<file path="src/rtl/mem_port_arbiter_if.sv">
// Signal bundle between the IF/LS requesters, the shared memory port and the arbiter.
// The arbiter uses the slave modport; the requester/memory side uses master.
interface mem_port_arbiter_if #(
  parameter int AW = 32,
  parameter int DW = 32
);
  logic            if_req;
  logic [AW-1:0]   if_addr;
  logic            if_gnt;
  logic            if_rvalid;
  logic [DW-1:0]   if_rdata;

  logic            ls_req;
  logic            ls_we;
  logic [DW/8-1:0] ls_be;
  logic [AW-1:0]   ls_addr;
  logic [DW-1:0]   ls_wdata;
  logic            ls_gnt;
  logic            ls_rvalid;
  logic [DW-1:0]   ls_rdata;

  logic            mem_req;
  logic            mem_we;
  logic [DW/8-1:0] mem_be;
  logic [AW-1:0]   mem_addr;
  logic [DW-1:0]   mem_wdata;
  logic            mem_ready;
  logic            mem_rvalid;
  logic [DW-1:0]   mem_rdata;

  logic            busy;

  modport slave (
    input  if_req, if_addr,
    input  ls_req, ls_we, ls_be, ls_addr, ls_wdata,
    input  mem_ready, mem_rvalid, mem_rdata,
    output if_gnt, if_rvalid, if_rdata,
    output ls_gnt, ls_rvalid, ls_rdata,
    output mem_req, mem_we, mem_be, mem_addr, mem_wdata,
    output busy
  );

  modport master (
    output if_req, if_addr,
    output ls_req, ls_we, ls_be, ls_addr, ls_wdata,
    output mem_ready, mem_rvalid, mem_rdata,
    input  if_gnt, if_rvalid, if_rdata,
    input  ls_gnt, ls_rvalid, ls_rdata,
    input  mem_req, mem_we, mem_be, mem_addr, mem_wdata,
    input  busy
  );
endinterface

</file>
<file path="src/rtl/mem_port_arbiter.sv">
// Single-outstanding arbiter for the shared data-memory port (IF vs LS).
// Build option ARB_ROUND_ROBIN_EN: alternate winners instead of LS priority + starvation guard.
module mem_port_arbiter #(
  parameter int AW       = 32,
  parameter int DW       = 32,
  parameter int MAX_WAIT = 4
) (
  input  logic                clk,
  input  logic                rst,
  mem_port_arbiter_if.slave   bus
);

  typedef enum logic {IDLE, WAIT_RESP} state_t;

  localparam logic OWN_IF = 1'b0;
  localparam logic OWN_LS = 1'b1;

  state_t state_reg, state_next;
  logic   owner_reg, owner_next;
  logic   if_win;
  logic   if_gnt_c, ls_gnt_c;

`ifdef ARB_ROUND_ROBIN_EN
  // owner_reg still holds the last granted requester after the response, so it doubles as RR pointer.
  assign if_win = bus.if_req && (!bus.ls_req || owner_reg == OWN_LS);
`else
  localparam int CW = $clog2(MAX_WAIT + 1);
  logic [CW-1:0] starve_cnt_reg, starve_cnt_next;

  assign if_win = bus.if_req && (!bus.ls_req || starve_cnt_reg == CW'(MAX_WAIT));

  always_comb begin
    starve_cnt_next = starve_cnt_reg;
    if (!bus.if_req || if_gnt_c) begin
      starve_cnt_next = '0;
    end else if (ls_gnt_c && starve_cnt_reg != CW'(MAX_WAIT)) begin
      starve_cnt_next = starve_cnt_reg + 1'b1;
    end
  end

  always_ff @(posedge clk or posedge rst) begin
    if (rst) begin
      starve_cnt_reg <= '0;
    end else begin
      starve_cnt_reg <= starve_cnt_next;
    end
  end
`endif

  always_ff @(posedge clk or posedge rst) begin
    if (rst) begin
      state_reg <= IDLE;
      owner_reg <= OWN_IF;
    end else begin
      state_reg <= state_next;
      owner_reg <= owner_next;
    end
  end

  always_comb begin
    state_next    = state_reg;
    owner_next    = owner_reg;
    if_gnt_c      = 1'b0;
    ls_gnt_c      = 1'b0;
    bus.if_rvalid = 1'b0;
    bus.if_rdata  = '0;
    bus.ls_rvalid = 1'b0;
    bus.ls_rdata  = '0;
    bus.mem_req   = 1'b0;
    bus.mem_we    = 1'b0;
    bus.mem_be    = '0;
    bus.mem_addr  = '0;
    bus.mem_wdata = '0;

    case (state_reg)
      IDLE: begin
        if (bus.if_req || bus.ls_req) begin
          bus.mem_req = 1'b1;
          if (if_win) begin
            bus.mem_be   = '1;
            bus.mem_addr = bus.if_addr;
          end else begin
            bus.mem_we    = bus.ls_we;
            bus.mem_be    = bus.ls_be;
            bus.mem_addr  = bus.ls_addr;
            bus.mem_wdata = bus.ls_wdata;
          end
          if (bus.mem_ready) begin
            if_gnt_c   = if_win;
            ls_gnt_c   = !if_win;
            owner_next = if_win ? OWN_IF : OWN_LS;
            state_next = WAIT_RESP;
          end
        end
      end
      WAIT_RESP: begin
        if (bus.mem_rvalid) begin
          if (owner_reg == OWN_IF) begin
            bus.if_rvalid = 1'b1;
            bus.if_rdata  = bus.mem_rdata;
          end else begin
            bus.ls_rvalid = 1'b1;
            bus.ls_rdata  = bus.mem_rdata;
          end
          state_next = IDLE;
        end
      end
      default: state_next = IDLE;
    endcase

    // Registers are held by the async reset; the combinational outputs must be quiet too.
    if (rst) begin
      if_gnt_c      = 1'b0;
      ls_gnt_c      = 1'b0;
      bus.if_rvalid = 1'b0;
      bus.if_rdata  = '0;
      bus.ls_rvalid = 1'b0;
      bus.ls_rdata  = '0;
      bus.mem_req   = 1'b0;
    end
  end

  assign bus.if_gnt = if_gnt_c;
  assign bus.ls_gnt = ls_gnt_c;
  assign bus.busy   = (state_reg == WAIT_RESP);

endmodule
</file>
<file path="src/flat_wrapper.sv">
// flat-port wrapper written by rule: the top's interface ports become plain ports
module mem_port_arbiter_flat 
#(
  parameter int AW       = 32,
  parameter int DW       = 32,
  parameter int MAX_WAIT = 4
)
  (clk, rst, bus_if_req, bus_if_addr, bus_ls_req, bus_ls_we, bus_ls_be, bus_ls_addr, bus_ls_wdata, bus_mem_ready, bus_mem_rvalid, bus_mem_rdata, bus_if_gnt, bus_if_rvalid, bus_if_rdata, bus_ls_gnt, bus_ls_rvalid, bus_ls_rdata, bus_mem_req, bus_mem_we, bus_mem_be, bus_mem_addr, bus_mem_wdata, bus_busy);
  mem_port_arbiter_if #(.AW(AW), .DW(DW)) bus_i ();
  input  logic clk;
  input  logic rst;
  input wire logic [$bits(bus_i.if_req)-1:0] bus_if_req;
  input wire logic [$bits(bus_i.if_addr)-1:0] bus_if_addr;
  input wire logic [$bits(bus_i.ls_req)-1:0] bus_ls_req;
  input wire logic [$bits(bus_i.ls_we)-1:0] bus_ls_we;
  input wire logic [$bits(bus_i.ls_be)-1:0] bus_ls_be;
  input wire logic [$bits(bus_i.ls_addr)-1:0] bus_ls_addr;
  input wire logic [$bits(bus_i.ls_wdata)-1:0] bus_ls_wdata;
  input wire logic [$bits(bus_i.mem_ready)-1:0] bus_mem_ready;
  input wire logic [$bits(bus_i.mem_rvalid)-1:0] bus_mem_rvalid;
  input wire logic [$bits(bus_i.mem_rdata)-1:0] bus_mem_rdata;
  output wire logic [$bits(bus_i.if_gnt)-1:0] bus_if_gnt;
  output wire logic [$bits(bus_i.if_rvalid)-1:0] bus_if_rvalid;
  output wire logic [$bits(bus_i.if_rdata)-1:0] bus_if_rdata;
  output wire logic [$bits(bus_i.ls_gnt)-1:0] bus_ls_gnt;
  output wire logic [$bits(bus_i.ls_rvalid)-1:0] bus_ls_rvalid;
  output wire logic [$bits(bus_i.ls_rdata)-1:0] bus_ls_rdata;
  output wire logic [$bits(bus_i.mem_req)-1:0] bus_mem_req;
  output wire logic [$bits(bus_i.mem_we)-1:0] bus_mem_we;
  output wire logic [$bits(bus_i.mem_be)-1:0] bus_mem_be;
  output wire logic [$bits(bus_i.mem_addr)-1:0] bus_mem_addr;
  output wire logic [$bits(bus_i.mem_wdata)-1:0] bus_mem_wdata;
  output wire logic [$bits(bus_i.busy)-1:0] bus_busy;
  assign bus_i.if_req = bus_if_req;
  assign bus_i.if_addr = bus_if_addr;
  assign bus_i.ls_req = bus_ls_req;
  assign bus_i.ls_we = bus_ls_we;
  assign bus_i.ls_be = bus_ls_be;
  assign bus_i.ls_addr = bus_ls_addr;
  assign bus_i.ls_wdata = bus_ls_wdata;
  assign bus_i.mem_ready = bus_mem_ready;
  assign bus_i.mem_rvalid = bus_mem_rvalid;
  assign bus_i.mem_rdata = bus_mem_rdata;
  assign bus_if_gnt = bus_i.if_gnt;
  assign bus_if_rvalid = bus_i.if_rvalid;
  assign bus_if_rdata = bus_i.if_rdata;
  assign bus_ls_gnt = bus_i.ls_gnt;
  assign bus_ls_rvalid = bus_i.ls_rvalid;
  assign bus_ls_rdata = bus_i.ls_rdata;
  assign bus_mem_req = bus_i.mem_req;
  assign bus_mem_we = bus_i.mem_we;
  assign bus_mem_be = bus_i.mem_be;
  assign bus_mem_addr = bus_i.mem_addr;
  assign bus_mem_wdata = bus_i.mem_wdata;
  assign bus_busy = bus_i.busy;
  mem_port_arbiter #(.AW(AW), .DW(DW), .MAX_WAIT(MAX_WAIT)) u_core (.clk(clk), .rst(rst), .bus(bus_i));
endmodule
</file>
<file path="config.mk">
export PLATFORM = sky130hd
export DESIGN_NAME = mem_port_arbiter_flat
export DESIGN_NICKNAME = d
export VERILOG_FILES = /design/src/rtl/mem_port_arbiter_if.sv /design/src/rtl/mem_port_arbiter.sv /design/src/flat_wrapper.sv
export SDC_FILE = /design/constraint.sdc
export NUM_CORES = 1
export LEC_CHECK = 0
export BUFFER_PORTS_ARGS = -buffer_cell sky130_fd_sc_hd__buf_4
export CAP_MARGIN = 25
export CORE_AREA = 3 3 106 108
export CTS_BUF_LIST = sky130_fd_sc_hd__clkbuf_2
export CTS_CLUSTER_DIAMETER = 50
export CTS_CLUSTER_SIZE = 25
export DETAILED_ROUTE_END_ITERATION = 7
export DIE_AREA = 0 0 109 111
export GPL_ROUTABILITY_DRIVEN = 0
export PLACE_DENSITY_LB_ADDON = 0.05
export SYNTH_ARGS = -nofsm -noshare
export SYNTH_HDL_FRONTEND = slang
export SYNTH_SLANG_ARGS = --single-unit
</file>
<file path="constraint.sdc">
create_clock -name clk -period 1.75 [get_ports clk]
set_input_delay 0.0875 -clock clk [delete_from_list [all_inputs] [get_ports clk]]
set_output_delay 0.0875 -clock clk [all_outputs]
set_load 0.02 [all_outputs]
</file>
==> impl_results.md, run 1 <==
* Cell Area, Synth at 1650 µm²
* Routed wl met2 at 5630 µm
* Cell at the slowest stage of the critical path: dfrtp_1
* Via count at 2988
* Final Non-Filler Cells at approximately 680
* Final number of max-transition violations at 0
* Clock Sink Count at 5
* RR Startpoint: u_core.starve_cnt_reg[1]
* Unique masters post-synth at 30
* Worst R2R Setup Slack at 0.12 ns
* Area of the core region at roughly 10000 µm²
* Remaining number of nets flagged by the antenna check after routing at 0
* Initial core utilization at between 15 and 20%
* Clock network power share at 6.5%
* Lkg Pwr at 2.27 nW
* Largest voltage drop on the vdd net at 0.000140 V
* CP Data Arrival Time at 1.65 ns
* Metal1 wirelength at 3450 µm
* Num CTS Buffers at 3
* Type of element capturing the critical path: primary output
* Area growth from synthesis to layout at 169%
* Internal power summed over all cells at 0.000902 W
* Post-detailed-route DRC marker count at 0
* Endpoint of the worst hold path: u_core.bus.busy
* Post-detailed-placement half-perimeter wirelength at 8210 µm
* Total Wirelength at between 10000 and 15000 µm
* Slew @ Worst Pin at 0.618 ns
* Max-slew headroom at 58.8%
* H-tree lvl count at 1
* Sequential cell fraction of total power at 8.5%
* Total power divided by cell area at ~360 nW/µm²
* Average detailed-routed wire length per instance at 15.3 µm
* Total inserted antenna cells at 0
* Mapped Nets at 406
* Critical path cell sequence: inv_2 > ha_4 > and2_4 > a21oi_4 > buf_8 > and2_1 > buf_6
* Pin count of the biggest net entering global routing at 34
* Depth of the worst register-to-register path at 7
* Clock root buffer: clkbuf_2
* Setup ws final at between 0.01 and 0.015 ns
* Fraction of layout cells with a size suffix above 1 at roughly two thirds
* Combinational power share at 85.0%
* Yosys reg bits at 5
* Synthesized instance count at 265
* First-pass GRT wire length at 15200 µm
* Max reg flops at 3
* Top fanout value on the critical path at 17
* Critical Path RT at 1.66 ns
* Switching Share at 43.7%
* Number of cells on the worst hold path at 2
* Period utilisation layout at 99.3%
* DRC marker count from the first detailed-route iteration at 120
* Highest signal layer in the routed design: met4
* Number of cell rows at 37
* Global-route usage over all layers at approximately 16%
* Path type of the worst min-delay path: in2reg
* CTS tree: built
* Via count of the first global-routing pass at 2969
* Endpoint of the lowest-slack register-to-register path: u_core.starve_cnt_reg[0]
* Number of input and output port buffers inserted at 277
* Type of the worst setup path: reg2out
* Clock Path Buffers at 2
* Final hold vios at 0
* Post-synthesis area per instance at 6.23 µm²
* Die X at 109 µm
* Register area share after synthesis at about 7.6%
* Net switching component of the power at 0.000699 W
* Leftover overflow at the end of global routing at 0
* Minimum clock period at 1.74 ns
* Startpoint kind of the worst setup timing path: register
* Detailed-router iteration count before antenna repair at 4
* Setup repair after global routing missed its margin: true
* Most common library cell in the layout ignoring fill and taps: buf_4
* Worst skew pair latency at roughly 0.21 ns
* Fin Clk Skew at 0.00411 ns
* Upper clock frequency limit at 576 MHz
* Count of synthesis-stage warnings from yosys at 0
* Final setup vio count at 0
* Die Footprint at 12100 µm²
* Maximum single-stage delay on the critical path at 0.36 ns
* Number of nets in the layout at 690
* Placed cell count at approximately 670
* Via density per instance at 4.37
* Dpl ws at about 0.11 ns
* Clk slew on worst S/H paths at about 0.06 ns
* Initial antenna violation count at 0
* Fill cell count at 1079
* I/O pin cnt at 278
* Run status: complete, no violations
* # Max-Cap Violations at 0
* Launch point of the worst hold path: bus_mem_rvalid
* Routed wl met3 at 1200 µm
* Top library cells by usage in the layout, fill and taps aside: buf_4, and2_1, buf_6
* Die height at 111 µm
==> what timing repair did <==
item                       in CTS  in global routing
gates resized for setup        43                 77
setup buffers                   5                  7
pin swaps                      10                 23
setup endpoints to repair      66                136
hold endpoints to repair        5                  0
gates cloned                    2                  2
hold buffers                    1                  0
==> worst max path at each step <==
stage                              from  slack, ns                 to  cells past startpoint
3_3_place_gp   u_core.starve_cnt_reg[0]       0.15         bus_ls_gnt                      7
5_1_grt        u_core.starve_cnt_reg[1]      -0.09  bus_mem_wdata[25]                      7
4_1_cts        u_core.starve_cnt_reg[1]      -0.04  bus_mem_wdata[25]                      8
2_1_floorplan  u_core.starve_cnt_reg[0]       0.08         bus_if_gnt                      5
3_5_place_dp   u_core.starve_cnt_reg[0]       0.11         bus_ls_gnt                      7
6_report       u_core.starve_cnt_reg[1]       0.01  bus_mem_wdata[25]                      7
==> per-stage QoR <==
step                power [W]  util, %  setup TNS [ns]  cell area, µm²  hold WS (ns)
global route          0.00171     43.0           -3.83            4440        0.0641
floorplan            0.000682        -               0            1650        -0.134
finish                0.00160     43.0               0            4440        0.0870
global placement      0.00132     38.1               0            3940        0.0499
detailed placement    0.00132     38.1               0            3940        0.0532
CTS                   0.00153     40.6          -0.637            4200        0.0656
==> critical path, delay by kind of cell, from the launching register on <==
| family | cells | cell delay, ns |
|---|---|---|
| buffers and inverters | 3 | 0.37 |
| DFF | 1 | 0.36 |
| and+or+nand+nor | 2 | 0.30 |
| AOI/OAI and AO/OA | 1 | 0.23 |
| adders and majority gates | 1 | 0.18 |
==> cell type report <==
class	instances	area, µm²	area share (%)
clock buffers	4	20.0	0.451
well taps	136	170	3.83
repair buffers	304	2570	57.9
flip-flops and latches	5	126	2.85
inverters	6	22.5	0.507
multi-input cells	229	1530	34.5
==> cell families after synthesis <==
| group | Yosys count | share of synthesized area [%] |
|---|---|---|
| adder cells (fa/ha/maj) | 2 | 1.52 |
| AO/OA/AOI/OAI | 83 | 27.8 |
| AND/OR/NAND/NOR | 144 | 53.6 |
| flip-flops | 5 | 7.58 |
| buffers and inverters | 31 | 9.48 |
==> routing by layer <==
layer,track usage (%),vias up
li1,-,1466
met1,16.4,1334
met3,4.66,14
met5,0,-
met4,3.11,0
met2,29.6,174
==> power by group through the flow <==
stage / sequential [W] / combinational [W] / clock (W)
floorplan: 0.000139 / 0.000543 / 0
CTS: 0.000138 / 0.00128 / 0.000111
global placement: 0.000141 / 0.00118 / 0
finish: 0.000136 / 0.00136 / 0.000104
global route: 0.000138 / 0.00145 / 0.000122
detailed placement: 0.000140 / 0.00118 / 0
==> cell usage after synthesis <==
master / instances / share of area, %
buf_6: 3 / 2.0
a21oi_2: 1 / 0.53
inv_1: 6 / 1.4
or3b_1: 1 / 0.53
buf_1: 3 / 0.68
clkbuf_2: 2 / 0.61
nand3_1: 32 / 9.7
nor2b_1: 1 / 0.38
a21boi_4: 1 / 1.1
or3_1: 2 / 0.76
ha_1: 2 / 1.5
clkbuf_1: 5 / 1.1
nor2_1: 2 / 0.46
o21ai_0: 23 / 7.0
nor3_2: 1 / 0.61
o21a_1: 4 / 1.8
a21bo_2: 1 / 0.61
o21ai_1: 13 / 3.9
o31ai_1: 2 / 0.91
nand4bb_4: 1 / 1.7
and2_1: 98 / 37
o21ba_2: 1 / 0.61
nand2_1: 2 / 0.46
dfrtp_1: 5 / 7.6
buf_2: 12 / 3.6
nor4_1: 1 / 0.38
nand2b_1: 2 / 0.76
nor3b_2: 1 / 0.76
a21oi_1: 36 / 11
a31oi_1: 1 / 0.38
Power figures use the tool's default switching activity.
==> inputs of run 2 (changes only) <==
--- a/config.mk
+++ b/config.mk
@@ -5,14 +5,15 @@
 export SDC_FILE = /design/constraint.sdc
 export NUM_CORES = 1
 export LEC_CHECK = 0
+export ABC_AREA = 1
 export BUFFER_PORTS_ARGS = -buffer_cell sky130_fd_sc_hd__buf_4
 export CAP_MARGIN = 25
-export CORE_AREA = 3 3 106 108
+export CORE_AREA = 3 3 105 107
 export CTS_BUF_LIST = sky130_fd_sc_hd__clkbuf_2
 export CTS_CLUSTER_DIAMETER = 50
 export CTS_CLUSTER_SIZE = 25
 export DETAILED_ROUTE_END_ITERATION = 7
-export DIE_AREA = 0 0 109 111
+export DIE_AREA = 0 0 108 110
 export GPL_ROUTABILITY_DRIVEN = 0
 export PLACE_DENSITY_LB_ADDON = 0.05
 export SYNTH_ARGS = -nofsm -noshare
==> run 2 against run 1 <==
Against the previous run:
- sequential share of layout area fell by 0.16 points
- sequential power about the same
- non-clock buffer count rose by 1
- core utilization rose by 2.5 points
- worst setup slack got worse by 0.0083 ns
- via count grew 4.9%
- clock power is 4% higher
- final cell count up 12%
- cell area is 4.8% higher
- highest routed layer unchanged
==> impl_results.md, run 2 <==
* Post-synth top cells: nor2_1, inv_1, nand2_1 (was and2_1, a21oi_1, nand3_1)
* Total Wirelength at 11400 µm (was 10400 µm)
* Number of cell rows at 37 (unchanged)
* Cells taking the most area after synthesis: nor2_1, inv_1, nand2_1 (was and2_1, a21oi_1, nand3_1)
* Final number of max-transition violations at 0 (unchanged)
* Most common library cell in the layout ignoring fill and taps: buf_4 (unchanged)
* Top fanout value on the critical path at 7 (was 17)
* Critical Path RT at 1.66 ns (about the same)
* Largest voltage drop on the vdd net at 0.000252 V (was 0.000140 V)
* Remaining number of nets flagged by the antenna check after routing at 0 (unchanged)
* Num CTS Buffers at 3 (unchanged)
* Fraction of met3 tracks used by global routing at 2.80% (was 4.66%)
* Post-synthesis area per instance at 4.82 µm² (was 6.23 µm²)
* Via count of the first global-routing pass at 2777 (was 2969)
* Clock Sink Count at 5 (unchanged)
* Fill cell count at 1062 (was 1079)
* Final setup vio count at 0 (unchanged)
* Via count at 3134 (was 2988)
* Count of synthesis-stage warnings from yosys at 0 (unchanged)
* Leftover overflow at the end of global routing at 0 (unchanged)
* Worst skew pair latency at 0.22 ns (was 0.21 ns)
* # Max-Cap Violations at 0 (unchanged)
* Post-detailed-placement half-perimeter wirelength at 8450 µm (was 8210 µm)
* Post-route cell area at 4660 µm² (was 4440 µm²)
* Total power divided by cell area at 392 nW/µm² (was 360 nW/µm²)
* Fraction of layout cells with a size suffix above 1 at 64.8% (was 65.5%)
* Unique masters post-synth at 22 (was 30)
* Upper clock frequency limit at 573 MHz (was 576 MHz)
* Setup repair after global routing missed its margin: true (unchanged)
* Average detailed-routed wire length per instance at 15.0 µm (was 15.3 µm)
* Die X at 108 µm (was 109 µm)
* Overall Power at 0.00182 W (was 0.00160 W)
* Ys async rst share at 100% (unchanged)
* Max reg flops at 3 (unchanged)
* Placed cell count at 739 (was 665)
* CP Data Arrival Time at 1.66 ns (was 1.65 ns)
* Synthesized instance count at 340 (was 265)
* Multi-input gate area at 1500 µm² (was 1530 µm²)
* Run status: complete, no violations (unchanged)
* Met2 routing resource usage after global routing at 30.1% (was 29.6%)
* Number of nets in the layout at 769 (was 690)
* Met1 Usage GRT at 17.4% (was 16.4%)
* Fin Clk Skew at 0.00323 ns (was 0.00411 ns)
* First-pass GRT wire length at 14600 µm (was 15200 µm)
* CTS tree: built (unchanged)
* Startpoint kind of the worst setup timing path: register (unchanged)
* Top library cells by usage in the layout, fill and taps aside: buf_4, nor2_1, nor2_2 (was buf_4, and2_1, buf_6)
* Via density per instance at 4.11 (was 4.37)
* Area share of the leading cell type in the synthesized netlist at 36.4% (was 37.1%)
* Total inserted antenna cells at 0 (unchanged)
* Mapped Nets at 481 (was 406)
* Lkg Pwr at 2.60 nW (was 2.27 nW)
* Post-detailed-route DRC marker count at 0 (unchanged)
* DRC marker count from the first detailed-route iteration at 163 (was 120)
* Clock Path Buffers at 2 (unchanged)
* Clk slew on worst S/H paths at 0.06 ns (about the same)
* Sequential cell area at 125 µm² (was 126 µm²)
* Number of input and output port buffers inserted at 277 (unchanged)
* Initial antenna violation count at 0 (unchanged)
* Area growth from synthesis to layout at 184% (was 169%)
* Die height at 110 µm (was 111 µm)
* Type of the worst setup path: reg2out (unchanged)
* Yosys reg bits at 5 (unchanged)
* Path type of the worst min-delay path: in2reg (unchanged)
* I/O pin cnt at 278 (unchanged)
* Die Footprint at 11900 µm² (was 12100 µm²)
* Initial core utilization at 16.0% (about the same)
* Final sum of negative setup slack at 0 ns (unchanged)
* Register area share after synthesis at 7.64% (was 7.58%)
* Worst R2R Setup Slack at 0.31 ns (was 0.12 ns)
* Cell Area, Synth at 1640 µm² (was 1650 µm²)
* Placed cell area at 3840 µm² (was 3940 µm²)
* Slew @ Worst Pin at 0.386 ns (was 0.618 ns)
* H-tree lvl count at 1 (unchanged)
* Global-route usage over all layers at 15.2% (was 15.5%)
* Peak-usage layer in the global routing report: met2 (unchanged)
* Max-slew headroom at 74.3% (was 58.8%)
* Most frequent cell after synthesis: nor2_1 (was and2_1)
* Area of the core region at 10200 µm² (was 10300 µm²)
* Clock root buffer: clkbuf_2 (unchanged)
* EDFF count, synth at 0 (unchanged)
* Pin count of the biggest net entering global routing at 67 (was 34)
* Commonest register cell after synthesis: dfrtp_1 (unchanged)
* Type of element capturing the critical path: primary output (unchanged)
* Period utilisation layout at 99.7% (was 99.3%)
* Leading area contributor after synthesis: nor2_1 (was and2_1)
* Minimum clock period at 1.75 ns (was 1.74 ns)
* Final hold vios at 0 (unchanged)
* Detailed-router iteration count before antenna repair at 4 (unchanged)
* Final Non-Filler Cells at 763 (was 684)
-- run 2: through the flow --
stage	setup slack (ns)	hold slack, ns	util (%)
after floorplan	0.201	-0.0849	-
after global placement	0.0595	0.0995	37.5
after detailed placement	0.0286	0.101	37.5
after CTS	-0.0549	0.0651	39.6
after global routing	-0.0950	0.0788	45.5
final	0.00442	0.0815	45.5
-- run 2: final timing paths --
check	startpoint	end	cells past startpoint
hold / removal	bus_mem_rvalid	u_core.bus.busy	2
max in group asynchronous	rst	u_core.bus.busy	5
min in group asynchronous	rst	u_core.starve_cnt_reg[0]	5
hold reg to reg	u_core.owner_reg	u_core.owner_reg	2
setup reg to reg	u_core.starve_cnt_reg[1]	u_core.starve_cnt_reg[0]	9
setup / recovery	u_core.starve_cnt_reg[1]	bus_mem_addr[12]	10
-- run 2: per-layer routing --
metal	vias up	part of all wire (%)
met5	-	0
met4	0	0.50
met3	4	8.0
met2	142	55
met1	1404	36
li1	1584	-
-- run 2: timing repair --
item	4_1_cts	5_1_grt
hold buffers	1	0
hold endpoints to repair	5	0
endpoints found under the setup margin	67	102
setup buffers	6	4
cloned	2	7
gates resized for setup	25	135
pin swaps	2	20
-- run 2: cells by family after synthesis --
family                   after synthesis  synth area share (%)
AO/OA/AOI/OAI                         34                  12.8
XOR/XNOR                               1                 0.535
adder cells (fa/ha/maj)                2                  1.53
AND/OR/NAND/NOR                      229                  57.8
flip-flops                             5                  7.64
buffers and inverters                 69                  19.8
-- run 2: critical path, cell delays in order (launching register included) --
cell	delay [ns]
dfrtp_1	0.37
inv_2	0.05
ha_4	0.16
nand2_4	0.06
nand2_4	0.07
nand2_8	0.14
clkinv_8	0.11
clkbuf_16	0.18
nor2_2	0.09
nor2_1	0.05
buf_4	0.15
-- run 2: area by class of cell --
class	instances	share of cell area [%]
Timing Repair Buffer	305	56.8
Multi-Input combinational cell	266	32.1
Inverter	46	3.98
Tap cell	136	3.65
Sequential cell	5	2.69
Clock buffer	4	0.430
Timing Repair inverter	1	0.349
-- run 2: where the power goes --
| part | switching [W] | leakage, nW | internal, W |
|---|---|---|---|
| clock network | 0.0000474 | 0.0166 | 0.0000605 |
| logic | 0.000826 | 2.52 | 0.000753 |
| registers | 0.0000101 | 0.0656 | 0.000126 |
==> inputs of run 3 (changes only) <==
--- a/config.mk
+++ b/config.mk
@@ -16,6 +16,7 @@
 export DIE_AREA = 0 0 108 110
 export GPL_ROUTABILITY_DRIVEN = 0
 export PLACE_DENSITY_LB_ADDON = 0.05
+export RECOVER_POWER = 25
 export SYNTH_ARGS = -nofsm -noshare
 export SYNTH_HDL_FRONTEND = slang
 export SYNTH_SLANG_ARGS = --single-unit
==> run 3 against run 2 <==
Against the previous run:
- global-route usage unchanged
- worst setup slack about the same
- sequential share of layout area is essentially flat
- count of clock-buffer cells in the layout is the same
- critical path depth unchanged
- die area unchanged
- highest routed layer unchanged
- register-to-register slack barely moved
- largest cell class unchanged
- cell area barely moved
- non-clock buffer count is the same
- clock power is essentially flat
- sequential cell count unchanged
- worst hold slack improved by 0.00071 ns
==> impl_results.md, run 3 (same netlist as run 2, synthesis figures left out) <==
* Run status: complete, no violations (unchanged)
* Global-route usage over all layers at 15.2% (unchanged)
* Final number of max-transition violations at 0 (unchanged)
* Initial core utilization at 16.0% (unchanged)
* Clock network power share at 5.9% (about the same)
* Final hold slack at 0.0822 ns (was 0.0815 ns)
* Die X at 108 µm (unchanged)
* First-pass GRT wire length at 14600 µm (unchanged)
* Die height at 110 µm (unchanged)
* Setup repair after global routing missed its margin: true (unchanged)
* Initial antenna violation count at 0 (unchanged)
* Minimum clock period at 1.75 ns (about the same)
* I/O pin cnt at 278 (unchanged)
* Fraction of layout cells with a size suffix above 1 at 64.6% (was 64.8%)
* Area of the core region at 10200 µm² (unchanged)
* Post-detailed-placement half-perimeter wirelength at 8450 µm (unchanged)
* Net switching component of the power at 0.000885 W (was 0.000884 W)
* Total Wirelength at 11400 µm (unchanged)
* Largest voltage drop on the vdd net at 0.000252 V (about the same)
* Pin count of the biggest net entering global routing at 67 (unchanged)
* Type of the worst setup path: reg2out (unchanged)
* Clock Sink Count at 5 (unchanged)
* End of the critical path: bus_mem_addr[12] (unchanged)
* Total power divided by cell area at 391 nW/µm² (was 392 nW/µm²)
* Switching Share at 48.6% (was 48.5%)
* Final hold vios at 0 (unchanged)
* Met2 routing resource usage after global routing at 30.1% (unchanged)
* Overall Power at 0.00182 W (about the same)
* Worst R2R Setup Slack at 0.31 ns (about the same)
* Top fanout value on the critical path at 7 (unchanged)
* Upper clock frequency limit at 573 MHz (about the same)
* Most common library cell in the layout ignoring fill and taps: buf_4 (unchanged)
* Total inserted antenna cells at 0 (unchanged)
* Endpoint of the lowest-slack register-to-register path: u_core.starve_cnt_reg[0] (unchanged)
* Lkg Pwr at 2.60 nW (about the same)
* Fin Clk Skew at 0.00314 ns (was 0.00323 ns)
* Slew @ Worst Pin at 0.386 ns (about the same)
* Clock root buffer: clkbuf_2 (unchanged)
* Peak-usage layer in the global routing report: met2 (unchanged)
* Leftover overflow at the end of global routing at 0 (unchanged)
* Num CTS Buffers at 3 (unchanged)
* Clock Path Buffers at 2 (unchanged)
* CP Data Arrival Time at 1.66 ns (about the same)
* Met1 Usage GRT at 17.4% (unchanged)
* Fill cell count at 1064 (was 1062)
* Sequential cell fraction of total power at 7.5% (about the same)
* Critical Path RT at 1.66 ns (about the same)
* Detailed-router iteration count before antenna repair at 4 (unchanged)
* Via count at 3135 (was 3134)
* DRC marker count from the first detailed-route iteration at 163 (unchanged)
* Internal power summed over all cells at 0.000937 W (was 0.000940 W)
* Final setup vio count at 0 (unchanged)
* Period utilisation layout at 99.8% (was 99.7%)
* Type of element capturing the critical path: primary output (unchanged)
* # Max-Cap Violations at 0 (unchanged)
* Max-slew headroom at 74.2% (was 74.3%)
* Post-detailed-route DRC marker count at 0 (unchanged)
* CTS tree: built (unchanged)
* Clk slew on worst S/H paths at 0.06 ns (about the same)
* Startpoint kind of the worst setup timing path: register (unchanged)
* Depth of the worst register-to-register path at 9 (unchanged)
* Via density per instance at 4.11 (about the same)
* RR Startpoint: u_core.starve_cnt_reg[1] (unchanged)
* Die Footprint at 11900 µm² (unchanged)
* Worst skew pair latency at 0.22 ns (about the same)
* Max reg flops at 3 (unchanged)
* Top library cells by usage in the layout, fill and taps aside: buf_4, nor2_1, nor2_2 (unchanged)
* Number of cell rows at 37 (unchanged)
* Fraction of met3 tracks used by global routing at 2.80% (unchanged)
* Via count of the first global-routing pass at 2777 (unchanged)
* Combinational power share at 86.6% (about the same)
* Number of nets in the layout at 769 (unchanged)
* Area growth from synthesis to layout at 184% (about the same)
* Path type of the worst min-delay path: in2reg (unchanged)
* Final sum of negative setup slack at 0 ns (unchanged)
* Number of input and output port buffers inserted at 277 (unchanged)
* CP startpoint: u_core.starve_cnt_reg[1] (unchanged)
* H-tree lvl count at 1 (unchanged)
* Remaining number of nets flagged by the antenna check after routing at 0 (unchanged)
* Average detailed-routed wire length per instance at 15.0 µm (unchanged)
* Launch point of the worst hold path: bus_mem_rvalid (unchanged)
[run 3: changes by cell type in the layout (fill, tap and decap cells not counted), sizes merged]
cell | previous run | this run
clkbuf | 10 | 12
buf | 298 | 296
[run 3: routing by layer]
layer	part of all wire [%]	up-vias	wire length [µm]
li1	-	1584	-
met1	36	1407	4150
met2	55	140	6310
met3	8.0	4	910
met4	0.50	0	57
met5	0	-	0
[run 3: power by group through the flow]
| stage | logic (W) | registers, W | clock network, W |
|---|---|---|---|
| after floorplan | 0.000680 | 0.000141 | 0 |
| after global placement | 0.00133 | 0.000138 | 0 |
| after detailed placement | 0.00133 | 0.000139 | 0 |
| after CTS | 0.00139 | 0.000137 | 0.000115 |
| after global routing | 0.00169 | 0.000139 | 0.000119 |
| final | 0.00158 | 0.000137 | 0.000108 |
[run 3: timing repair]
action | in CTS | in global routing
endpoints found under the hold margin | 5 | 0
resized for setup | 25 | 135
endpoints found under the setup margin | 67 | 102
cloned | 2 | 7
hold buffers | 1 | 0
pin swaps | 2 | 20
buffers inserted | 6 | 4
[run 3: worst min path at each step]
stage                             to  slack, ns  cells past startpoint
floorplan            u_core.bus.busy      -0.08                      1
global placement    u_core.owner_reg        0.1                      3
detailed placement  u_core.owner_reg       0.10                      3
CTS                  u_core.bus.busy       0.07                      2
global route         u_core.bus.busy       0.08                      2
finish               u_core.bus.busy       0.08                      2
[run 3: metrics by stage]
step           utilization [%]  instance area [µm²]  instances  worst slack [ns]
2_1_floorplan                -                 1640        340             0.201
3_3_place_gp              37.5                 3840        739            0.0595
3_5_place_dp              37.5                 3840        739            0.0286
4_1_cts                   39.6                 4060        752           -0.0549
5_1_grt                   45.5                 4650        763           -0.0950
6_report                  45.5                 4650        763           0.00421
[run 3: worst max-delay path, stage by stage (launching register included)]
cell	delay, ns
dfrtp_1	0.37
inv_2	0.05
ha_4	0.16
nand2_4	0.06
nand2_4	0.07
nand2_8	0.14
clkinv_8	0.11
clkbuf_16	0.18
nor2_2	0.09
nor2_1	0.05
buf_4	0.15
[run 3: cell type report]
class	instances	area, µm²	area share (%)
tap	136	170	3.66
timing repair inverter	1	16.3	0.350
inverter	46	185	3.98
sequential	5	125	2.69
clock buffer	4	20.0	0.430
timing repair buffer	305	2640	56.8
multi-input combinational	266	1500	32.1
